### src/rtl/stopwatch_pkg.sv
// Shared definitions for the stopwatch control block: state encoding and
// default timing constants for a 50 MHz board clock.
package stopwatch_pkg;

    typedef enum logic [1:0] {
        ST_IDLE  = 2'd0,
        ST_RUN   = 2'd1,
        ST_PAUSE = 2'd2,
        ST_LAP   = 2'd3
    } state_t;

    localparam int DEF_TICK_DIV   = 50000000;
    localparam int DEF_DIV_W      = 26;
    localparam int DEF_DEB_CYCLES = 500000;
    localparam int DEF_DEB_W      = 19;

    function automatic logic is_counting(input state_t s);
        return (s == ST_RUN) || (s == ST_LAP);
    endfunction

endpackage

### src/rtl/btn_debounce.sv
// Push-button conditioner: 2-FF synchroniser, stability counter and a
// one-cycle event on each accepted rising level.
module btn_debounce
    import stopwatch_pkg::*;
#(
    parameter int DEB_CYCLES = DEF_DEB_CYCLES,
    parameter int DEB_W      = DEF_DEB_W
) (
    input  logic clk,
    input  logic rst,
    input  logic btn_raw,
    output logic evt
);

    localparam logic [DEB_W-1:0] LAST = DEB_W'(DEB_CYCLES - 1);

    logic             sync1;
    logic             sync2;
    logic             acc;
    logic [DEB_W-1:0] cnt;

    always_ff @(posedge clk or negedge rst) begin
        if (!rst) begin
            sync1 <= 1'b0;
            sync2 <= 1'b0;
            acc   <= 1'b0;
            cnt   <= '0;
            evt   <= 1'b0;
        end else begin
            sync1 <= btn_raw;
            sync2 <= sync1;
            evt   <= 1'b0;
            if (sync2 != acc) begin
                // The level must have differed for DEB_CYCLES consecutive cycles.
                if (cnt == LAST) begin
                    acc <= sync2;
                    cnt <= '0;
                    evt <= sync2;
                end else begin
                    cnt <= cnt + DEB_W'(1);
                end
            end else begin
                cnt <= '0;
            end
        end
    end

endmodule

### src/rtl/stopwatch_ctrl.sv
// Stopwatch sequencing: run/pause/lap FSM, one-second tick prescaler,
// counter clear pulse and the lap display latch.
module stopwatch_ctrl
    import stopwatch_pkg::*;
#(
    parameter int TICK_DIV   = DEF_TICK_DIV,
    parameter int DIV_W      = DEF_DIV_W,
    parameter int DEB_CYCLES = DEF_DEB_CYCLES,
    parameter int DEB_W      = DEF_DEB_W
) (
    input  logic       clk,
    input  logic       rst,
    input  logic       btn_ss,
    input  logic       btn_lr,
    input  logic [3:0] ls_in,
    input  logic [3:0] hs_in,
    output logic       tick,
    output logic       cnt_clr,
    output logic [3:0] disp_ls,
    output logic [3:0] disp_hs,
    output logic       running,
    output logic       lap_frozen
);

    localparam logic [DIV_W-1:0] TERM = DIV_W'(TICK_DIV - 1);

    state_t           st;
    state_t           st_nx;
    logic [DIV_W-1:0] pre;
    logic [DIV_W-1:0] pre_nx;
    logic             tick_nx;
    logic             clr_nx;
    logic             ev_ss;
    logic             ev_lr;

    btn_debounce #(.DEB_CYCLES(DEB_CYCLES), .DEB_W(DEB_W)) u_deb_ss (
        .clk(clk), .rst(rst), .btn_raw(btn_ss), .evt(ev_ss)
    );

    btn_debounce #(.DEB_CYCLES(DEB_CYCLES), .DEB_W(DEB_W)) u_deb_lr (
        .clk(clk), .rst(rst), .btn_raw(btn_lr), .evt(ev_lr)
    );

    // ev_ss is tested first everywhere, so a coincident ev_lr is dropped.
    always_comb begin
        st_nx  = st;
        clr_nx = 1'b0;
        case (st)
            ST_IDLE: begin
                if (ev_ss)      st_nx = ST_RUN;
                else if (ev_lr) clr_nx = 1'b1;
            end
            ST_RUN: begin
                if (ev_ss)      st_nx = ST_PAUSE;
                else if (ev_lr) st_nx = ST_LAP;
            end
            ST_LAP: begin
                if (ev_ss)      st_nx = ST_PAUSE;
                else if (ev_lr) st_nx = ST_RUN;
            end
            ST_PAUSE: begin
                if (ev_ss) begin
                    st_nx = ST_RUN;
                end else if (ev_lr) begin
                    st_nx  = ST_IDLE;
                    clr_nx = 1'b1;
                end
            end
            default: st_nx = ST_IDLE;
        endcase
    end

    // The tick depends only on the current state, so it survives a state exit.
    always_comb begin
        tick_nx = is_counting(st) && (pre == TERM);
        pre_nx  = pre;
        case (st)
            ST_RUN, ST_LAP: pre_nx = (pre == TERM) ? '0 : pre + DIV_W'(1);
            ST_PAUSE:       pre_nx = clr_nx ? '0 : pre;
            default:        pre_nx = '0;
        endcase
    end

    always_ff @(posedge clk or negedge rst) begin
        if (!rst) begin
            st         <= ST_IDLE;
            pre        <= '0;
            tick       <= 1'b0;
            cnt_clr    <= 1'b0;
            running    <= 1'b0;
            lap_frozen <= 1'b0;
            disp_ls    <= 4'd0;
            disp_hs    <= 4'd0;
        end else begin
            st         <= st_nx;
            pre        <= pre_nx;
            tick       <= tick_nx;
            cnt_clr    <= clr_nx;
            running    <= is_counting(st_nx);
            lap_frozen <= (st_nx == ST_LAP);
            // Entering LAP captures on this edge; only a held LAP freezes.
            if (st != ST_LAP) begin
                disp_ls <= ls_in;
                disp_hs <= hs_in;
            end
        end
    end

endmodule

### config.mk
export PLATFORM = sky130hd
export DESIGN_NAME = stopwatch_ctrl
export DESIGN_NICKNAME = d
export VERILOG_FILES = /design/src/rtl/stopwatch_pkg.sv /design/src/rtl/btn_debounce.sv /design/src/rtl/stopwatch_ctrl.sv
export SDC_FILE = /design/constraint.sdc
export NUM_CORES = 1
export LEC_CHECK = 0
export CORE_AREA = 2 2 95 78
export DETAILED_ROUTE_END_ITERATION = 10
export DIE_AREA = 0 0 97 80
export PLACE_DENSITY = 0.83
export SYNTH_ARGS = -nofsm -noshare
export SYNTH_HDL_FRONTEND = slang
export SYNTH_HIERARCHICAL = 1
export SYNTH_SLANG_ARGS = --single-unit
### constraint.sdc
create_clock -name clk -period 5.3 [get_ports clk]
set_clock_uncertainty 0.15 [all_clocks]
set_input_delay 0.795 -clock clk [delete_from_list [all_inputs] [get_ports clk]]
set_output_delay 0.795 -clock clk [all_outputs]
set_load 0.005 [all_outputs]
==> Yosys cells after proc, flatten, opt, wreduce, memory -nomap -nowiden <==
Cells that the tools add are included.
{ "totals": {"reg_bits": 86} }
{ "op_classes": {"add_sub_neg": 3, "eq_ne": 12, "n_mux": 22, "reduce_logical": 8} }
{ "ops": {"columns": ["op", "n"], "rows": [
  ["$mux W19", 4],
  ["$mux W26", 2],
  ["$pmux W26 S2", 1],
  ["$add A19 B1 Y19 const B", 2],
  ["$eq A19 B19 Y1 const B", 2],
  ["$add A26 B1 Y26 const B", 1],
  ["$eq A26 B26 Y1 const B", 1],
  ["$mux W2", 7],
  ["$pmux W2 S4", 1],
  ["$mux W1", 7],
  ["$eq A2 B2 Y1 const B", 3],
  ["$eq A2 B1 Y1 const B", 2],
  ["$ne A2 B2 Y1 const B", 2],
  ["$reduce_and A2 Y1", 2],
  ["$reduce_or A2 Y1", 2],
  ["$logic_not A2 Y1", 1],
  ["$logic_or A1 B1 Y1", 2],
  ["$ne A1 B1 Y1", 2],
  ["$logic_and A1 B1 Y1", 1]
]} }

==> Logic depth before layout (Yosys ltp) <==
{ "depth": {"depth_word": 5, "ltp_mapped": 8} }

==> Cells and area by module <==
The synthesis kept the hierarchy.
{ "modules_own_cells": {"columns": ["mod", "n_inst", "cells_per_inst", "area_per_inst_um2", "seq_area_each_um2"], "rows": [
  ["btn_debounce", 2, 110, 1118.6, 575.6],
  ["stopwatch_ctrl", 1, 202, 2024.4, 975.9]
]} }

==> Least setup slack after synthesis <==
Ideal clock, no wire load.
{ "synth_timing": {"path_kind": "register to register", "startpoint": "register pre[16]", "endpoint": "register pre[3]", "arrival_ns": 1.830, "slack_ns": 3.199, "stages_incl_launch_ff": 8, "n_path_buf": 3, "synth_period_minus_slack_ns": 2.101, "cell_sequence": "dfrtp_1 -> buf_6 -> nor4b_2 -> nand3b_1 -> o41a_1 -> buf_6 -> buf_6 -> a22o_1"} }
{ "synth_between": {"elab_chain_cells": 3} }
{ "synth_rtl": {"columns": ["item", "line_no", "text"], "rows": [
  ["start: declaration", "stopwatch_ctrl.sv:29", "logic [DIV_W-1:0] pre;"],
  ["start signal: assignment", "stopwatch_ctrl.sv:96", "pre <= pre_nx;"],
  ["$eq A26 B26 Y1", "stopwatch_ctrl.sv:78", "ST_RUN, ST_LAP: pre_nx = (pre == TERM) ? '0 : pre + DIV_W'(1);"],
  ["$mux W26", "stopwatch_ctrl.sv:78", null],
  ["$pmux W26 S2", "stopwatch_ctrl.sv:77", "case (st)"]
]} }
No other way between the ends.
A chain may end at the register's enable or synchronous reset.

==> Worst setup path in the final report <==
{ "layout_timing": {"startpoint": "register pre[0]", "endpoint": "register pre[15]"} }
{ "layout_between": {"elab_chain_cells": 3, "word_cells_on_any_way": 4} }
{ "layout_rtl": {"columns": ["item", "line_no"], "rows": [
  ["$add A26 B1 Y26 or $eq A26 B26 Y1 (tied branches)", "stopwatch_ctrl.sv:78"],
  ["$mux W26 *", "stopwatch_ctrl.sv:78"],
  ["$pmux W26 S2 *", "stopwatch_ctrl.sv:77"]
]} }
Mark *: on every way between the ends. The rest lies on a longest branch, timed or not.

==> metrics.sh <==
OUTCOME='finished clean'
HOLD_PATH_STARTPOINT='u_deb_ss/sync1'
ANTENNA_VIOLATIONS_BEFORE_REPAIR=0
CTS-ROOT-BUF='clkbuf_8'
WORST_SLEW_MARGIN_REL_PCT=32.0
SYNTH_EDF_COUNT=0
WORST-ENDPOINT-ARRIVAL_NS=2.75
DIE_AREA_UM2=7760
CTS.HOLD.BUFFERS_ADDED=0
PEAKVDDDROP_mV=0.216
LAYOUT.CELLS.MOST_COMMON_LIST='dfrtp_1 (85), nor2_1 (42), nand2_1 (39)'
NETLIST.AREA_LEADER.SHARE_PCT=49.9
DIODES=0
PATH_CLK_SLEW_NS=0.08
MAX_CAP_VIOLATIONS=0
POST_SYNTH_MAIN_AREA_CONTRIBUTORS='dfrtp_1 (50%), xnor2_1 (5.1%), nor2_1 (3.7%)'
CP-STARTPOINT='pre[0]'
POWERDENSITY_nW_PER_UM2=248
SYNTH_SEQUENTIAL_AREA_RATIO_PCT=49.9
SYNTH_SEQ_CELLS=85
ROUTE.DETAILED.WL_PER_INST_UM=15.8
VIA_COUNT_OF_THE_FIRST_GLOBAL_ROUTING_PASS=3105
GRT_PASS1_WL_UM=14300
DESIGN_AREA_UM2=4710
FINAL_NUMBER_OF_HOLD_VIOLATING_ENDPOINTS=0
DIE_HEIGHT_UM=80
CTS_RESIZED=0
GROUTE.USAGE.OVERALL_PCT=23.0
START_KIND='flop'
TNS_NS=0
SLEW_VIOLATIONS=0
TIMING.FMAX_MHz=379
SYNTH.YOSYS.WARNINGS=6
FIN_CRIT_SHARE_PCT=49.7
SETUP.WORST_PATH.END_CLASS='flop'
RSZ0062_AT_GRT='no'
PLACEMENT.CELL_AREA_UM2=4510
TOTAL_ROUTED_LENGTH_UM=8410
FILLERINSTANCES=514
DIEWIDTH_UM=97
SYNTH_FP_NETS=438
CORE_AR_UM2=6790
CLOCKBUFFERDEPTH=2
SYNTH.AVG_CELL_AREA_UM2=10.1
INITIALDRTVIOLATIONCOUNT=241
SYNTHCELLS=422
GRT_OVERFLOW_TOTAL=0
FINALSETUPVIOLCOUNT=0
MAPPEDNETLISTAREA_UM2=4260
PORT_BUFFERS=23
FRACTION_OF_LAYOUT_INSTANCES_USING_A_DRIVE_STRENGTH_ABOVE_1_PCT=9.21
TIMING.RR.START='pre[0]'
MOSTFREQUENTLAYOUTCELL='dfrtp_1'
TIMING.CRITICAL_PATH.REQUIRED_NS=5.41
PLACEMENTROWS=27
CTS_SINKS=85
WORSTSETUPPATHTYPE='flop to flop'
FINAL_PERIOD_MINUS_WORST_SETUP_SLACK_NS=2.64
WORST_SKEW_PAIR.LATE_LATENCY_NS=0.36
DRC=0
HPWLAFTERDP_UM=5640
FIRST_PASS_ITERS=4
IO_PINS=24
CTS_TREE='yes'
POST_SYNTH_ARST_SHARE_PCT=100
ROUTED_VIA_DENSITY=6.32
CRITICAL_PATH.MAX_FANOUT=22
FINALNETCOUNT=456
FIN_TOTAL_PWR_W=0.00117
YOSYSUNIQUECELLTYPES=49
POWER_LEAKAGE_nW=1.81
SYNTH_LARGEST_AREA_CELL='dfrtp_1'
REMAINING_ANTENNA_VIOLATION_COUNT_AFTER_ROUTING=0
FLOORPLAN.INITIALDENSITY_PCT=62.8
POST-ROUTE-UTIL_PCT=69.3
NUMCTSBUFFERS=9
GRT_MAX_DEGREE=86
DETAILROUTE.VIA_COUNT=3363
POSTCTSSETUPREPAIRBUFS=0
CTS_HTREE_LEVELS=3
PLACE.GP.CONGESTION=0.865
WORST-SLEW-PIN-TRANSITION_NS=1.02
WORST_HOLD_PATH_TYPE='flop to flop'
SYN_TO_FINAL_GROWTH_PCT=10.5
SYNTH_FF_TYPE='dfrtp_1'
==> worst max-delay path, stage by stage, from the launching register on <==
cell and delay, ns:
dfrtp_1 0.45, ha_1 0.24, and3_1 0.24, nand2b_1 0.15, o41a_1 0.60, buf_4 0.37, a41oi_1 0.15, a31oi_1 0.19
==> state kept, by name, indices dropped and copies added, names as in the netlist <==
signal          cells
disp_ls             4
u_deb_lr/evt        1
u_deb_ss/evt        1
tick                1
u_deb_lr/sync2      1
u_deb_lr/cnt       19
u_deb_ss/cnt       19
st                  1
u_deb_ss/sync1      1
u_deb_lr/sync1      1
disp_hs             4
lap_frozen          1
u_deb_lr/acc        1
u_deb_ss/sync2      1
pre                26
u_deb_ss/acc        1
cnt_clr             1
running             1
==> power by group <==
group | switching [W] | leakage, nW | internal, W
Sequential | 0.00000804 | 1.16 | 0.000656
Combinational | 0.0000229 | 0.561 | 0.0000191
Clock | 0.000237 | 0.0971 | 0.000222
==> path summary, 6_finish.rpt <==
kind	slack (ns)	cells past startpoint	endpoint
min in group asynchronous	0.44	1	disp_hs[2]
hold / removal	0.20	0	u_deb_ss/sync2
hold reg to reg	0.20	0	u_deb_ss/sync2
setup / recovery	2.66	7	pre[15]
setup reg to reg	2.66	7	pre[15]
max in group asynchronous	3.89	1	u_deb_ss/cnt[9]
==> Yosys cell counts (6+ instances only) <==
library cell and instances:
xor2_1 9, a31oi_1 21, mux2_2 10, a41oi_1 6, and4_1 6, inv_1 7
nor3_1 14, nor4_1 12, nor2_1 42, nand2b_1 6, dfrtp_1 85, nand2_1 39
nand4_1 25, buf_2 7, o21ai_0 9, a21oi_1 10, nand3_1 26, xnor2_1 25
==> layout make-up <==
cell class | count | area, µm² | area share (%)
sequential | 85 | 2130 | 45.2
multi-input combinational | 313 | 2010 | 42.7
timing repair buffer | 24 | 235 | 5.00
clock buffer | 10 | 128 | 2.71
tap | 87 | 109 | 2.31
clock inverter | 6 | 72.6 | 1.54
inverter | 7 | 26.3 | 0.558
==> per-stage QoR <==
step,hold slack (ns),worst slack (ns),instances
after floorplan,0.181,3.20,422
after global placement,0.186,2.79,516
after detailed placement,0.186,2.73,516
after CTS,0.206,2.71,532
after global routing,0.218,2.49,532
final,0.205,2.66,532
==> logic make-up after synthesis <==
| group | Yosys count | share of synthesized area [%] |
|---|---|---|
| compound gates | 66 | 11.5 |
| mux | 10 | 2.64 |
| flops | 85 | 49.9 |
| buf+inv | 24 | 2.91 |
| fa+ha+maj | 4 | 1.17 |
| xor+xnor | 34 | 6.99 |
| simple gates | 199 | 24.9 |
==> routing by layer <==
layer	global-route usage [%]	share of wire (%)
met1	30.5	45
met2	38.0	47
met3	6.83	6.4
met4	4.79	0.90
met5	0	0
(Power assumes the default switching activity.)
